==> config.mk <==
export PLATFORM = sky130hd
export DESIGN_NAME = mem_1_master
export DESIGN_NICKNAME = d
export VERILOG_FILES = /design/src/rtl/mem_1_master.sv
export SDC_FILE = /design/constraint.sdc
export NUM_CORES = 1
export LEC_CHECK = 0
export CORE_MARGIN = 5
export CORE_UTILIZATION = 47
export CTS_BUF_LIST = sky130_fd_sc_hd__clkbuf_8
export DETAILED_ROUTE_END_ITERATION = 8
export PLACE_DENSITY = 0.76
export SYNTH_ARGS = -nofsm -noshare
export SYNTH_HDL_FRONTEND = slang
export SYNTH_SLANG_ARGS = --single-unit
==> constraint.sdc <==
create_clock -name clk -period 5.2 [get_ports clk]
set_input_delay 1.04 -clock clk [delete_from_list [all_inputs] [get_ports clk]]
set_output_delay 1.04 -clock clk [all_outputs]
set_load 0.05 [all_outputs]
==> src/rtl/mem_1_master.sv <==
// Avalon-MM initiator for a 1024x32 single-port RAM: fills a wrapping address
// range with an incrementing pattern, or reads a range back and sums it.
module mem_1_master #(
  parameter int ADDR_W = 10,
  parameter int DATA_W = 32
) (
  input  logic                  clk,
  input  logic                  reset_n,
  input  logic                  cmd_valid,
  output logic                  cmd_ready,
  input  logic                  cmd_op,
  input  logic [ADDR_W-1:0]     cmd_addr,
  input  logic [ADDR_W:0]       cmd_len,
  input  logic [DATA_W-1:0]     cmd_pattern,
  output logic                  busy,
  output logic                  done,
  output logic [DATA_W-1:0]     result,
  output logic [ADDR_W-1:0]     mem_address,
  output logic                  mem_clken,
  output logic                  mem_chipselect,
  output logic                  mem_write,
  output logic [DATA_W-1:0]     mem_writedata,
  output logic [DATA_W/8-1:0]   mem_byteenable,
  input  logic [DATA_W-1:0]     mem_readdata
);

  localparam int BE_W = DATA_W / 8;

  typedef enum logic [2:0] {
    ST_IDLE,
    ST_FILL,
    ST_READ,
    ST_DRAIN,
    ST_DONE
  } state_t;

  state_t              state_reg, state_next;
  logic [ADDR_W-1:0]   addr_reg, addr_next;
  logic [ADDR_W:0]     len_reg, len_next;
  logic [DATA_W-1:0]   pattern_reg, pattern_next;
  logic [ADDR_W:0]     idx_reg, idx_next;
  logic [DATA_W-1:0]   result_reg, result_next;
  logic                rd_valid_reg, rd_valid_next;

  logic                access;
  logic                last_idx;
  logic [ADDR_W-1:0]   cur_addr;
  logic [DATA_W-1:0]   cur_data;

  // idx never exceeds len-1 <= 2^ADDR_W-1, so its low bits alone give the offset
  assign cur_addr = addr_reg + idx_reg[ADDR_W-1:0];
  assign cur_data = pattern_reg + DATA_W'(idx_reg);
  assign last_idx = (idx_reg == (len_reg - (ADDR_W+1)'(1)));
  assign access   = (state_reg == ST_FILL) || (state_reg == ST_READ);

  always_comb begin
    state_next    = state_reg;
    addr_next     = addr_reg;
    len_next      = len_reg;
    pattern_next  = pattern_reg;
    idx_next      = idx_reg;
    result_next   = result_reg;
    rd_valid_next = (state_reg == ST_READ);

    // Read data lands one cycle after each READ cycle, including into DRAIN
    if (rd_valid_reg) begin
      result_next = result_reg + mem_readdata;
    end

    case (state_reg)
      ST_IDLE: begin
        if (cmd_valid) begin
          addr_next    = cmd_addr;
          len_next     = cmd_len;
          pattern_next = cmd_pattern;
          idx_next     = '0;
          result_next  = '0;
          if (cmd_len == '0) begin
            state_next = ST_DONE;
          end else if (cmd_op) begin
            state_next = ST_READ;
          end else begin
            state_next = ST_FILL;
          end
        end
      end
      ST_FILL: begin
        idx_next = idx_reg + (ADDR_W+1)'(1);
        if (last_idx) begin
          state_next = ST_DONE;
        end
      end
      ST_READ: begin
        idx_next = idx_reg + (ADDR_W+1)'(1);
        if (last_idx) begin
          state_next = ST_DRAIN;
        end
      end
      ST_DRAIN: begin
        state_next = ST_DONE;
      end
      ST_DONE: begin
        state_next = ST_IDLE;
      end
      default: begin
        state_next = ST_IDLE;
      end
    endcase
  end

  always_ff @(posedge clk or negedge reset_n) begin
    if (!reset_n) begin
      state_reg    <= ST_IDLE;
      addr_reg     <= '0;
      len_reg      <= '0;
      pattern_reg  <= '0;
      idx_reg      <= '0;
      result_reg   <= '0;
      rd_valid_reg <= 1'b0;
    end else begin
      state_reg    <= state_next;
      addr_reg     <= addr_next;
      len_reg      <= len_next;
      pattern_reg  <= pattern_next;
      idx_reg      <= idx_next;
      result_reg   <= result_next;
      rd_valid_reg <= rd_valid_next;
    end
  end

  // Bus outputs are decoded from state so a reset silences them immediately
  assign cmd_ready      = (state_reg == ST_IDLE);
  assign busy           = (state_reg != ST_IDLE);
  assign done           = (state_reg == ST_DONE);
  assign result         = result_reg;
  assign mem_address    = access ? cur_addr : '0;
  assign mem_clken      = access;
  assign mem_chipselect = access;
  assign mem_write      = (state_reg == ST_FILL);
  assign mem_writedata  = (state_reg == ST_FILL) ? cur_data : '0;

  generate
    for (genvar gi = 0; gi < BE_W; gi++) begin : g_be
      assign mem_byteenable[gi] = access;
    end
  endgenerate

endmodule

* Word-level counts from Yosys, hierarchy flattened
Cells that the tools add are included.
Word-level totals: input bits 89, output and inout port bits 84, flip-flop bits (word level) 100
Cells by class: muxes and demuxes 13, $add $sub $neg 5, reductions and logical operators 9, equal/unequal tests 8
Operators with widths (number):
- two-way mux 32 bit | 4
- adder 32 x 11 -> 32 bit | 1
- adder 32 bit | 1
- one-hot mux 11 bit (2 select lines) | 1
- two-way mux 3 bit | 4
- one-hot mux 3 bit (4 select lines) | 1
- adder 11 x 1 -> 11 bit (second input constant) | 1
- equality test 11 bit | 1
- zero test 11 bit | 1
- two-way mux 11 bit | 1
- subtractor 11 x 1 -> 11 bit (second input constant) | 1
- adder 10 bit | 1
- two-way mux 10 bit | 1
- equality test 3 x 2 -> 1 bit (second input constant) | 2
- != test 2 x 1 -> 1 bit (second input constant) | 2
- AND reduction 2 bit | 2
- equality test 3 x 1 -> 1 bit (second input constant) | 1
- equality test 3 bit (second input constant) | 1
- zero test 3 bit | 1
- AND reduction 3 bit | 1
- nonzero test 3 bit | 1
- two-way mux 2 bit | 1
- != test 2 bit (second input constant) | 1
- nonzero test 2 bit | 1
- 2 further kinds | 2

* Logic depth before layout (Yosys ltp)
Gate-level depths: netlist (run 1).
word-level depth 4, depth in mapped cells 11

* Worst setup path before layout (run 1)
No wires, ideal clock.
path type register -> output, from reg idx_reg[0], to out mem_writedata[24], data arrival time 3.287 ns, stages on the path, launching flop included 12, setup slack 0.873 ns, path through dfrtp_1 > ha_1 > fa_1 > a21o_1 > a21oi_1 > o21ba_2 > o21ai_1 > a311oi_2 > a2bb2oi_2 > buf_2 > o21ai_0 > a21oi_1
Between the ends: longest elaborated chain between the ends 2
Ends and longest elaborated chain:
- start: declaration | line 41 | logic [ADDR_W:0] idx_reg, idx_next;
- start signal: assignment | line 125 | idx_reg <= idx_next;
- adder 32 x 11 -> 32 bit | line 52 | assign cur_data = pattern_reg + DATA_W'(idx_reg);
- two-way mux 32 bit | line 140 | assign mem_writedata = (state_reg == ST_FILL) ? cur_data : '0;
- end: declaration | line 22 | output logic [DATA_W-1:0] mem_writedata,
Every way passes these cells.

* Worst setup path in the final report (run 1)
from reg idx_reg[1], to out mem_writedata[31]
Same word-level chain as after synthesis.

==> results.txt, run 1 <==
----------------------------------------------------
[Timing]
  RSZ-0062 raised after global routing ... false
  Hold Vio Cnt, Final ... 0
  Maximum clock frequency ... 199 MHz
  Min Hold Slack ... 0.487 ns
  Final setup vio count ... 0
  Measured slew at the worst slew-check pin ... 1.05 ns
  Final TNS setup ... 0 ns
  Max Slew Vio Count ... 0
  Share of the clock period used by the worst path after layout ... 96.7%
  Worst clock skew on the final layout ... 0.0107 ns
  Worst relative slew slack ... 30.0%
  Clock period minus final worst setup slack ... 5.03 ns

[Clock network]
  Number of H-tree levels ... 3
  Hold buffers post-CTS ... 0
  Bufs on Longest Clock Path ... 2
  Count of cells resized by post-cts repair ... 1
  Clk pin slew, worst setup/hold paths ... 0.09 ns
  Master cell of the clock root buffer ... sky130_fd_sc_hd__clkbuf_8
  TritonCTS clock tree ... yes
  Clk Latency, worst-skew pair ... 0.38 ns
  Post CTS Setup Buffer Count ... 0
  Total clock buffers created by CTS ... 9
  Number of clock sinks seen by CTS ... 100

[Placement]
  Routability-driven placement congestion ratio ... 0.912
  Placed wire-length estimate ... 14.7 mm
  Number of input and output port buffers inserted ... 172

[Synthesis]
  Top cells by area in the synthesized netlist ... sky130_fd_sc_hd__dfrtp_1 (34%), sky130_fd_sc_hd__nand2_1 (10%), sky130_fd_sc_hd__ha_1 (9.1%), sky130_fd_sc_hd__xnor2_1 (5.4%), sky130_fd_sc_hd__nor2_1 (4.3%)
  Distinct cell type count after synthesis ... 67
  Flop and latch count out of synthesis ... 100
  Number of synthesized flops with an enable pin ... 0
  Post-synthesis instance area ... 7300 µm²
  Nets in the synthesized netlist ... 1033
  Synth Flop Type ... sky130_fd_sc_hd__dfrtp_1
  Share of Yosys cell area claimed by the top area cell type ... 34.3%
  Cells after Synth ... 888
  Most repeated cell in the gate-level netlist after synthesis ... sky130_fd_sc_hd__nand2_1
  Synthesized area per cell ... 8.22 µm²
  Share of synthesized flip-flops with an asynchronous set or reset ... 100%
  Register area share after synthesis ... 34.3%
  Biggest area consumer among synthesized cells ... sky130_fd_sc_hd__dfrtp_1
  Synthesis Warnings ... 0
  Synth top cells by count ... sky130_fd_sc_hd__nand2_1 (201), sky130_fd_sc_hd__dfrtp_1 (100), sky130_fd_sc_hd__nor2_1 (83)

[Global route]
  Combined global-route utilization of all metal layers ... 21.9%
  Number of antenna violations at the first check in global routing ... 0
  Grt total ovfl ... 0
  First-pass GRT wire length ... 32.5 mm
  Via count of the first global-routing pass ... 6562
  Pin count of the biggest net entering global routing ... 95

[Finish]
  Area grow syn2layout ... 28.4%
  Final core occ ... 61.7%
  Fraction of layout instances using a drive strength above 1 ... 4.41%
  Antenna fix cells ... 0
  Final #Nets ... 1185

[Drt]
  Routed Wire Length ... 20.0 mm
  Via Count ... 6787
  Number of nets still failing antenna checks after routing ... 0
  Count of routing violations after the opening detailed-route iteration ... 453
  Number of design rule violations left after detail routing ... 0
  Routed wirelength normalized by instance count ... 16.3 µm
  Number of optimization iterations in the first detailed-route pass ... 7
  Via/cell ratio ... 5.51

[Job]
  Number of violations of the max-capacitance limit ... 0

[Worst setup path]
  Worst-path maximum fanout ... 10
  Buffers plus inverters on the worst setup path ... 2
  Kind of critical path ... register to output pin
  WP data required ... 4.16 ns
  Number of cells traversed by the worst register-to-register path ... 10
  Origin of the critical flop-to-flop path ... result[0]
  Gate family responsible for the most delay along the worst path ... simple AND/OR/NAND/NOR gates
  Startpoint types ... register
  Cell with the largest stage delay on the worst path ... sky130_fd_sc_hd__clkdlybuf4s50_1
  Worst-case register-to-register setup slack ... 2.29 ns
  R2r endpoint ... result[20]
  Ordered list of cells on the worst path ... ha_1 -> a21o_1 -> a21o_2 -> a2111oi_4 -> nor3_1 -> nor3_2 -> buf_4 -> or2_2 -> or4_1 -> a21oi_1 -> clkdlybuf4s50_1
  Signal arrival time at the worst endpoint ... 3.99 ns
  Slowest Stage Delay on Critical Path ... 0.82 ns
  Worst setup EP type ... output pin

[Min path]
  Min-Delay Path Depth ... 2
  Worst hold path endpoint ... addr_reg[0]
  Launch instance of the worst min-delay path ... addr_reg[0]
  Hold WC Path Type ... register to register

[Floorplanning]
  Die boundary width ... 135 µm
  Die Span Y ... 135 µm
  Initial standard-cell utilization of the core ... 48.0%
  Std cell rows ... 45
  Total die area ... 18100 µm²
  Number of placed I/O pins ... 173
  Placeable core region ... 15200 µm²

[Run status]
  Status ... complete, no violations

[Power and ir drop]
  Power spent charging and discharging nets ... 0.00323 W
  Internal power ... 0.00286 W
  Seq pwr share ... 23.8%
  Leakage power of the design ... 4.26 nW
  Cell area power density ... 649 nW/µm²
  Switching portion of total power ... 53.1%
  Clock group share of total power ... 9.0%
  Peak supply drop ... 0.308 mV
  Combinational share of power ... 67.2%

----------------------------------------------------
==> how the worst max path moves through the flow <==
stage                         startpoint           endpoint  slack, ns  cells after the start
after floorplan               idx_reg[0]  mem_writedata[24]       0.87                     11
after detailed placement  pattern_reg[0]  mem_writedata[20]       0.43                     11
final                         idx_reg[1]  mem_writedata[31]       0.17                     11
after global placement    pattern_reg[0]  mem_writedata[20]       0.49                     11
after CTS                 pattern_reg[0]  mem_writedata[20]       0.12                     11
after global routing          idx_reg[1]  mem_writedata[31]       0.02                     11
==> power groups by stage <==
stage / logic (W) / clock network, W / registers [W]
final: 0.00409 / 0.000548 / 0.00145
after global routing: 0.00443 / 0.000588 / 0.00150
after CTS: 0.00411 / 0.000565 / 0.00144
after detailed placement: 0.00409 / 0 / 0.00145
after global placement: 0.00406 / 0 / 0.00144
after floorplan: 0.00273 / 0 / 0.00167
==> per-layer routing <==
| metal | vias to the layer above | GRT usage [%] | part of all wire [%] |
|---|---|---|---|
| met5 | - | 0 | 0 |
| met1 | 3164 | 29.1 | 46 |
| li1 | 3392 | - | - |
| met3 | 25 | 4.77 | 6.2 |
| met2 | 206 | 36.0 | 46 |
| met4 | 0 | 6.39 | 1.6 |
==> worst register-to-register path: stages, from the launching register on <==
cell,delay [ns]
sky130_fd_sc_hd__dfrtp_1,0.41
sky130_fd_sc_hd__ha_1,0.26
sky130_fd_sc_hd__fa_1,0.43
sky130_fd_sc_hd__a211oi_1,0.31
sky130_fd_sc_hd__o21ai_0,0.23
sky130_fd_sc_hd__nand3_1,0.19
sky130_fd_sc_hd__nand2_1,0.13
sky130_fd_sc_hd__a311o_1,0.37
sky130_fd_sc_hd__a31oi_1,0.22
sky130_fd_sc_hd__or3_1,0.13
sky130_fd_sc_hd__a31oi_1,0.07
==> through the flow <==
stage	total power (W)	setup slack, ns	cell area, µm²	instances
finish	0.00608	0.169	9370	1231
global route	0.00652	0.0174	9370	1231
CTS	0.00612	0.124	9360	1231
detailed placement	0.00555	0.426	9150	1217
global placement	0.00550	0.486	9150	1217
floorplan	0.00439	0.873	7300	888
==> layout by cell type, fill, tap and decap left out, types with 3 or more instances in the layout <==
| cell type | Yosys | layout |
|---|---|---|
| sky130_fd_sc_hd__nand4_1 | 13 | 13 |
| sky130_fd_sc_hd__nand2b_1 | 3 | 3 |
| sky130_fd_sc_hd__o21bai_1 | 6 | 6 |
| sky130_fd_sc_hd__nor2b_1 | 3 | 3 |
| sky130_fd_sc_hd__a21oi_1 | 52 | 52 |
| sky130_fd_sc_hd__and4_1 | 4 | 4 |
| sky130_fd_sc_hd__xnor2_1 | 45 | 45 |
| sky130_fd_sc_hd__fa_1 | 3 | 3 |
| sky130_fd_sc_hd__o21ai_0 | 37 | 37 |
| sky130_fd_sc_hd__buf_4 | 5 | 12 |
| sky130_fd_sc_hd__clkbuf_8 | 0 | 10 |
| sky130_fd_sc_hd__o21a_1 | 8 | 8 |
| sky130_fd_sc_hd__nor2_1 | 83 | 83 |
| sky130_fd_sc_hd__inv_1 | 15 | 17 |
| sky130_fd_sc_hd__o22ai_1 | 6 | 6 |
| sky130_fd_sc_hd__nand3_1 | 24 | 24 |
| sky130_fd_sc_hd__and3_1 | 10 | 10 |
| sky130_fd_sc_hd__xor2_1 | 28 | 28 |
| sky130_fd_sc_hd__nand2_1 | 201 | 200 |
| sky130_fd_sc_hd__clkdlybuf4s50_1 | 0 | 165 |
| sky130_fd_sc_hd__or2_2 | 3 | 3 |
| sky130_fd_sc_hd__dfrtp_1 | 100 | 100 |
| sky130_fd_sc_hd__dlymetal6s2s_1 | 0 | 4 |
| sky130_fd_sc_hd__ha_1 | 53 | 53 |
| sky130_fd_sc_hd__nor4b_1 | 3 | 3 |
| sky130_fd_sc_hd__nor3_1 | 24 | 24 |
| sky130_fd_sc_hd__a211oi_1 | 12 | 12 |
| sky130_fd_sc_hd__a311oi_1 | 4 | 4 |
| sky130_fd_sc_hd__or4_1 | 3 | 3 |
| sky130_fd_sc_hd__a31oi_1 | 4 | 4 |
| sky130_fd_sc_hd__o211ai_1 | 5 | 5 |
| sky130_fd_sc_hd__a21o_1 | 17 | 17 |
| sky130_fd_sc_hd__and2_1 | 7 | 6 |
| sky130_fd_sc_hd__or3_1 | 13 | 13 |
| sky130_fd_sc_hd__nor4_1 | 6 | 6 |
| sky130_fd_sc_hd__mux2i_1 | 15 | 15 |
==> logic make-up after synthesis <==
kind of cell	count (synthesis)	synth area share, %
and+or+nand+nor	413	25.9
muxes	16	2.26
xor gates and xnor gates	73	8.76
buffers and inverters	56	3.21
AOI/OAI and AO/OA	174	15.6
adders and majority gates	56	9.91
DFF	100	34.3
==> final cells by class <==
class                      instances  area (µm²)
clock inverter                     4        67.6
inverter                          16        60.1
tap                              188         235
clock buffer                      10         138
timing repair buffer             181        1790
fill                            1410        5830
multi-input combinational        732        4580
sequential                       100        2500
Note: power is estimated with default switching activity, not from simulation.
==> run 2, diff against run 1 <==
CORE_UTILIZATION = 40   (was 47)
PLACE_DENSITY = 0.66   (was 0.76)
==> results.txt, run 2 (synthesis results as in run 1) <==
----------------------------------------------------
[Power and ir drop]
  Combinational share of power ... 67.7% (+0.5 points)
  Cell area power density ... 644 nW/µm² (-0.82%)
  Seq pwr share ... 24.3% (+0.5 points)
  Switching portion of total power ... 54.4% (+1.4 points)
  Internal power ... 0.00275 W (-3.8%)
  Clock group share of total power ... 8.0% (-1.0 points)
  Leakage power of the design ... 4.20 nW (-1.4%)
  Peak supply drop ... 0.439 mV (+42%)
  Power spent charging and discharging nets ... 0.00328 W (+1.6%)

[Worst setup path]
  Startpoint types ... register
  Origin of the critical flop-to-flop path ... result[0]
  Kind of critical path ... register to output pin
  WP data required ... 4.16 ns (about the same)
  Worst-case register-to-register setup slack ... 2.29 ns (about the same)
  Buffers plus inverters on the worst setup path ... 2 (unchanged)
  Worst-path maximum fanout ... 10 (unchanged)
  Ordered list of cells on the worst path ... ha_1 -> a21o_1 -> a21o_2 -> a2111oi_4 -> nor3_1 -> nor3_2 -> buf_4 -> or2_2 -> or4_1 -> a21oi_1 -> clkdlybuf4s50_1
  Number of cells traversed by the worst register-to-register path ... 10 (unchanged)
  Gate family responsible for the most delay along the worst path ... simple AND/OR/NAND/NOR gates
  Cell with the largest stage delay on the worst path ... sky130_fd_sc_hd__clkdlybuf4s50_1
  Signal arrival time at the worst endpoint ... 3.96 ns (-0.03 ns)
  Slowest Stage Delay on Critical Path ... 0.82 ns (about the same)
  R2r endpoint ... result[20]
  Worst setup EP type ... output pin

[Drt]
  Via Count ... 6716 (-1.0%)
  Routed wirelength normalized by instance count ... 16.2 µm (-0.33%)
  Count of routing violations after the opening detailed-route iteration ... 331 (-27%)
  Via/cell ratio ... 5.28 (-4.2%)
  Number of design rule violations left after detail routing ... 0 (unchanged)
  Routed Wire Length ... 20.6 mm (+3.0%)
  Number of nets still failing antenna checks after routing ... 0 (unchanged)
  Number of optimization iterations in the first detailed-route pass ... 5 (-2)

[Clock network]
  Number of H-tree levels ... 3 (unchanged)
  Post CTS Setup Buffer Count ... 0 (unchanged)
  Clk Latency, worst-skew pair ... 0.39 ns (about the same)
  Total clock buffers created by CTS ... 9 (unchanged)
  TritonCTS clock tree ... yes
  Hold buffers post-CTS ... 0 (unchanged)
  Number of clock sinks seen by CTS ... 100 (unchanged)
  Master cell of the clock root buffer ... sky130_fd_sc_hd__clkbuf_8
  Count of cells resized by post-cts repair ... 0 (-1)
  Bufs on Longest Clock Path ... 2 (unchanged)
  Clk pin slew, worst setup/hold paths ... 0.12 ns (+0.03 ns)

[Global route]
  Number of antenna violations at the first check in global routing ... 1 (+1)
  Combined global-route utilization of all metal layers ... 19.2% (-2.8 points)
  Via count of the first global-routing pass ... 6646 (+1.3%)
  Grt total ovfl ... 0 (unchanged)
  Pin count of the biggest net entering global routing ... 95 (unchanged)
  First-pass GRT wire length ... 34.1 mm (+5.0%)

[Floorplanning]
  Initial standard-cell utilization of the core ... 40.6% (-7.4 points)
  Die Span Y ... 145 µm (+7.8%)
  Std cell rows ... 49 (+8.9%)
  Placeable core region ... 18000 µm² (+18%)
  Total die area ... 21000 µm² (+16%)
  Die boundary width ... 145 µm (+7.8%)
  Number of placed I/O pins ... 173 (unchanged)

[Min path]
  Worst hold path endpoint ... pattern_reg[0]
  Hold WC Path Type ... register to register
  Launch instance of the worst min-delay path ... pattern_reg[0]
  Min-Delay Path Depth ... 2 (unchanged)

[Job]
  Number of violations of the max-capacitance limit ... 0 (unchanged)

[Timing]
  Clock period minus final worst setup slack ... 5.00 ns (-0.0274 ns)
  Worst clock skew on the final layout ... 0.0200 ns (+0.00932 ns)
  Final setup vio count ... 0 (unchanged)
  Final TNS setup ... 0 ns (unchanged)
  Maximum clock frequency ... 200 MHz (+0.55%)
  Measured slew at the worst slew-check pin ... 1.03 ns (-0.0194 ns)
  RSZ-0062 raised after global routing ... false
  Share of the clock period used by the worst path after layout ... 96.2% (-0.53 points)
  Hold Vio Cnt, Final ... 0 (unchanged)
  Min Hold Slack ... 0.498 ns (+0.0110 ns)
  Max Slew Vio Count ... 0 (unchanged)
  Worst relative slew slack ... 31.2% (+1.3 points)

[Run status]
  Status ... complete, no violations

[Finish]
  Final #Nets ... 1183 (-0.17%)
  Fill count ... 1706 (+21%)
  Most frequent cells in the layout ... sky130_fd_sc_hd__nand2_1 (200), sky130_fd_sc_hd__clkdlybuf4s50_1 (163), sky130_fd_sc_hd__dfrtp_1 (100)
  Antenna fix cells ... 0 (unchanged)
  Most common library cell in the layout ignoring fill and taps ... sky130_fd_sc_hd__nand2_1
  Area grow syn2layout ... 28.2%
  Fraction of layout instances using a drive strength above 1 ... 4.79% (+0.38 points)

[Placement]
  Placed wire-length estimate ... 15.2 mm (+3.2%)
  Number of input and output port buffers inserted ... 172 (unchanged)
  Routability-driven placement congestion ratio ... 0.852 (-6.6%)

----------------------------------------------------
==> run 2: power by group through the flow <==
stage | sequential (W) | combinational, W | clock (W)
3_5_place_dp | 0.00147 | 0.00410 | 0
3_3_place_gp | 0.00147 | 0.00406 | 0
4_1_cts | 0.00146 | 0.00412 | 0.000503
5_1_grt | 0.00151 | 0.00443 | 0.000530
2_1_floorplan | 0.00167 | 0.00273 | 0
6_report | 0.00146 | 0.00408 | 0.000482
==> run 2: layout make-up <==
| type | instances | area (µm²) | share of cell area [%] |
|---|---|---|---|
| multi-input cells | 732 | 4570 | 48.8 |
| flip-flops and latches | 100 | 2500 | 26.7 |
| repair buffers | 179 | 1770 | 18.9 |
| well taps | 229 | 287 | 3.06 |
| clock buffers | 9 | 124 | 1.32 |
| inverters | 16 | 60.1 | 0.642 |
| clock inverters | 7 | 53.8 | 0.575 |
==> run 2: routing by layer <==
layer,routed length [µm],global-route usage (%),share of wire (%),up-vias
met1,9730,26.2,47,3113
met3,1170,3.80,5.7,22
met4,276,5.04,1.3,2
met2,9450,31.2,46,179
met5,13,0,0.063,-
li1,-,-,-,3400
==> run 2: tightest hold or removal path: cells and delay by family (launching register included) <==
kind / cells / cell delay (ns)
AND/OR/NAND/NOR: 2 / 0.10
flip-flops: 1 / 0.37
==> run 2: how the worst max path moves through the flow <==
stage / end / cells after the start / slack (ns) / from
floorplan: mem_writedata[24] / 11 / 0.87 / idx_reg[0]
global placement: mem_writedata[31] / 11 / 0.63 / idx_reg[1]
detailed placement: mem_writedata[18] / 12 / 0.53 / idx_reg[0]
CTS: mem_writedata[18] / 12 / 0.08 / idx_reg[0]
global route: mem_writedata[31] / 11 / 0.02 / idx_reg[1]
finish: mem_writedata[31] / 11 / 0.20 / idx_reg[1]
==> run 2: metrics by stage <==
stage	cell area, µm²	worst slack [ns]	total power [W]	utilization (%)	cells
after CTS	9350	0.0793	0.00608	52.1	1272
final	9360	0.197	0.00603	52.1	1272
after floorplan	7300	0.873	0.00439	-	888
after global placement	9180	0.634	0.00553	51.1	1256
after detailed placement	9180	0.533	0.00557	51.1	1256
after global routing	9360	0.0248	0.00648	52.1	1272
==> run 3, diff against run 2 <==
ABC_AREA = 1   (was default)
CAP_MARGIN = 20   (was default)
PLACE_DENSITY = default   (was 0.66)
==> results.txt, run 3 <==
----------------------------------------------------
[Drt]
  Via Count ... 8580 (+28%)
  Routed wirelength normalized by instance count ... 14.9 µm (-8.3%)
  Count of routing violations after the opening detailed-route iteration ... 586 (+77%)
  Number of nets still failing antenna checks after routing ... 0 (unchanged)
  Routed Wire Length ... 25.7 mm (+25%)
  Number of design rule violations left after detail routing ... 0 (unchanged)
  Number of optimization iterations in the first detailed-route pass ... 5 (unchanged)
  Via/cell ratio ... 4.97 (-6.0%)

[Power and ir drop]
  Combinational share of power ... 70.3% (+2.6 points)
  Power spent charging and discharging nets ... 0.00382 W (+17%)
  Peak supply drop ... 0.355 mV (-19%)
  Cell area power density ... 635 nW/µm² (-1.3%)
  Leakage power of the design ... 5.28 nW (+26%)
  Overall power of the completed layout ... 0.00669 W (+11%)
  Seq pwr share ... 22.1% (-2.2 points)
  Internal power ... 0.00287 W (+4.6%)
  Clock group share of total power ... 7.6% (-0.4 points)
  Switching portion of total power ... 57.1% (+2.7 points)

[Finish]
  Sequential standard cell area ... 2500 µm² (unchanged)
  Fill count ... 2187 (+28%)
  Final cell area excluding filler cells ... 10500 µm² (+13%)
  Area grow syn2layout ... 25.5%
  Multi-input gate area ... 5010 µm² (+9.8%)
  Final core occ ... 50.6% (-1.5 points)
  Most frequent cells in the layout ... sky130_fd_sc_hd__nand2_1 (389), sky130_fd_sc_hd__inv_1 (190), sky130_fd_sc_hd__clkdlybuf4s50_1 (171)
  Most common library cell in the layout ignoring fill and taps ... sky130_fd_sc_hd__nand2_1
  Final #Nets ... 1592 (+35%)
  Fraction of layout instances using a drive strength above 1 ... 5.30% (+0.51 points)

[Clock network]
  Clk Latency, worst-skew pair ... 0.40 ns (about the same)
  TritonCTS clock tree ... yes
  Hold buffers post-CTS ... 0 (unchanged)
  Number of clock sinks seen by CTS ... 100 (unchanged)
  Total clock buffers created by CTS ... 9 (unchanged)
  Clk pin slew, worst setup/hold paths ... 0.11 ns (about the same)
  Bufs on Longest Clock Path ... 2 (unchanged)
  Number of H-tree levels ... 3 (unchanged)
  Master cell of the clock root buffer ... sky130_fd_sc_hd__clkbuf_8
  Post CTS Setup Buffer Count ... 0 (unchanged)
  Count of cells resized by post-cts repair ... 0 (unchanged)

[Timing]
  Final setup vio count ... 0 (unchanged)
  Max Slew Vio Count ... 0 (unchanged)
  Share of the clock period used by the worst path after layout ... 84.0% (-12 points)
  Worst relative slew slack ... 46.3% (+15 points)
  Worst clock skew on the final layout ... 0.0117 ns (-0.00824 ns)
  Clock period minus final worst setup slack ... 4.37 ns (-0.634 ns)
  RSZ-0062 raised after global routing ... false
  Hold Vio Cnt, Final ... 0 (unchanged)
  Final TNS setup ... 0 ns (unchanged)
  Measured slew at the worst slew-check pin ... 0.805 ns (-0.226 ns)
  Min Hold Slack ... 0.417 ns (-0.0810 ns)
  Maximum clock frequency ... 229 MHz (+15%)

[Synthesis]
  Register area share after synthesis ... 29.8% (-4.5 points)
  Flop and latch count out of synthesis ... 100 (unchanged)
  Distinct cell type count after synthesis ... 45 (-33%)
  Share of synthesized flip-flops with an asynchronous set or reset ... 100% (unchanged)
  Nets in the synthesized netlist ... 1434 (+39%)
  Most repeated cell in the gate-level netlist after synthesis ... sky130_fd_sc_hd__nand2_1
  Synthesis Warnings ... 0 (unchanged)
  Synth top cells by count ... sky130_fd_sc_hd__nand2_1 (389), sky130_fd_sc_hd__inv_1 (190), sky130_fd_sc_hd__o21ai_0 (107)
  Biggest area consumer among synthesized cells ... sky130_fd_sc_hd__dfrtp_1
  Share of Yosys cell area claimed by the top area cell type ... 29.8% (-4.5 points)
  Number of synthesized flops with an enable pin ... 0 (unchanged)
  Synth Flop Type ... sky130_fd_sc_hd__dfrtp_1
  Synthesized area per cell ... 6.52 µm² (-21%)
  Post-synthesis instance area ... 8400 µm² (+15%)
  Top cells by area in the synthesized netlist ... sky130_fd_sc_hd__dfrtp_1 (30%), sky130_fd_sc_hd__nand2_1 (17%), sky130_fd_sc_hd__inv_1 (8.5%), sky130_fd_sc_hd__ha_1 (7.9%), sky130_fd_sc_hd__o21ai_0 (6.4%)
  Cells after Synth ... 1289 (+45%)

[Worst setup path]
  Worst-case register-to-register setup slack ... 2.91 ns (+0.62 ns)
  Origin of the critical flop-to-flop path ... result[0]
  Worst setup EP type ... output pin
  Worst-path maximum fanout ... 7 (-3)
  Number of cells traversed by the worst register-to-register path ... 12 (+2)
  Signal arrival time at the worst endpoint ... 3.33 ns (-0.63 ns)
  CP most frequent cell ... sky130_fd_sc_hd__nand2_1
  Ordered list of cells on the worst path ... ha_1 -> fa_1 -> nand2_1 -> nand3_1 -> o21ai_1 -> o21ai_2 -> nand3_1 -> nand2_1 -> nand2_1 -> o21ai_0 -> a21oi_1 -> clkdlybuf4s50_1
  Slowest Stage Delay on Critical Path ... 0.82 ns (about the same)
  R2r endpoint ... result[14]
  Kind of critical path ... register to output pin
  Cell with the largest stage delay on the worst path ... sky130_fd_sc_hd__clkdlybuf4s50_1
  Startpoint types ... register
  WP data required ... 4.16 ns (about the same)

[Global route]
  Via count of the first global-routing pass ... 8338 (+25%)
  Grt total ovfl ... 0 (unchanged)
  Pin count of the biggest net entering global routing ... 75 (-21%)
  Combined global-route utilization of all metal layers ... 21.6% (+2.5 points)
  First-pass GRT wire length ... 42.4 mm (+24%)
  Number of antenna violations at the first check in global routing ... 3 (+2)

[Floorplanning]
  Number of placed I/O pins ... 173 (unchanged)
  Die boundary width ... 155 µm (+6.8%)
  Initial standard-cell utilization of the core ... 40.3% (-0.30 points)
  Die Span Y ... 155 µm (+6.8%)
  Std cell rows ... 53 (+8.2%)
  Placeable core region ... 20800 µm² (+16%)
  Total die area ... 24000 µm² (+14%)

[Placement]
  Area after DPL ... 10300 µm² (+13%)
  Placed wire-length estimate ... 19.9 mm (+31%)
  Routability-driven placement congestion ratio ... 0.883 (+3.6%)
  Number of input and output port buffers inserted ... 172 (unchanged)

[Job]
  Number of violations of the max-capacitance limit ... 0 (unchanged)

[Min path]
  Hold WC Path Type ... input port to async pin

[Run status]
  Status ... complete, no violations

----------------------------------------------------
-- run 3: cell types whose count changed in the layout (fill, tap and decap cells not counted), sizes merged, moves of 12 or more --
cell	before	now
nand3	24	88
nor2	83	115
mux2i	15	0
o21ai	39	111
a21oi	52	92
or3	13	0
nand2	201	408
a21o	18	1
a211oi	12	0
xor2	28	13
xnor2	45	5
inv	18	194
-- run 3: layout make-up --
| cell class | count | area share [%] |
|---|---|---|
| clock inverter | 5 | 0.333 |
| antenna | 1 | 0.0238 |
| sequential | 100 | 23.8 |
| multi-input combinational | 965 | 47.6 |
| tap | 275 | 3.27 |
| timing repair buffer | 177 | 16.7 |
| clock buffer | 11 | 1.44 |
| inverter | 194 | 6.94 |
-- run 3: worst max-delay path: cells and delay by family, from the launching register on --
family / cells / cell delay [ns]
compound gates: 4 / 0.46
buf+inv: 1 / 0.82
flops: 1 / 0.48
simple gates: 5 / 0.53
fa+ha+maj: 2 / 0.65
-- run 3: cell families after synthesis --
family / after synthesis / share of synthesized area, %
xor gates and xnor gates: 19 / 2.15
buffers and inverters: 224 / 10.5
AOI/OAI and AO/OA: 229 / 14.7
and+or+nand+nor: 661 / 34.2
adders and majority gates: 56 / 8.61
DFF: 100 / 29.8
-- run 3: power groups by stage --
stage	Combinational, W	Clock (W)	Sequential (W)
2_1_floorplan	0.00307	0	0.00180
3_3_place_gp	0.00468	0	0.00150
3_5_place_dp	0.00471	0	0.00149
4_1_cts	0.00473	0.000533	0.00148
5_1_grt	0.00521	0.000558	0.00154
6_report	0.00470	0.000510	0.00148
-- run 3: worst max path at each step --
| stage | start | end | slack, ns | cells past startpoint |
|---|---|---|---|---|
| floorplan | idx_reg[0] | mem_writedata[16] | 1.70 | 11 |
| global placement | idx_reg[0] | mem_writedata[22] | 1.27 | 12 |
| detailed placement | idx_reg[0] | mem_writedata[22] | 1.22 | 12 |
| CTS | idx_reg[0] | mem_writedata[22] | 0.78 | 12 |
| global route | idx_reg[0] | mem_writedata[22] | 0.55 | 12 |
| finish | idx_reg[0] | mem_writedata[22] | 0.83 | 12 |
-- run 3: through the flow --
step / cells / setup slack, ns
finish: 1728 / 0.831
floorplan: 1289 / 1.70
detailed placement: 1711 / 1.22
global route: 1728 / 0.548
CTS: 1727 / 0.776
global placement: 1711 / 1.27
-- run 3: per-layer routing --
metal  wire [µm]  up-vias  global-route usage [%]
li1            -     4446                       -
met1       11600     3882                    28.5
met2       12300      223                    37.4
met3        1460       25                    4.01
met4         331        4                    4.29
met5          26        -                       0
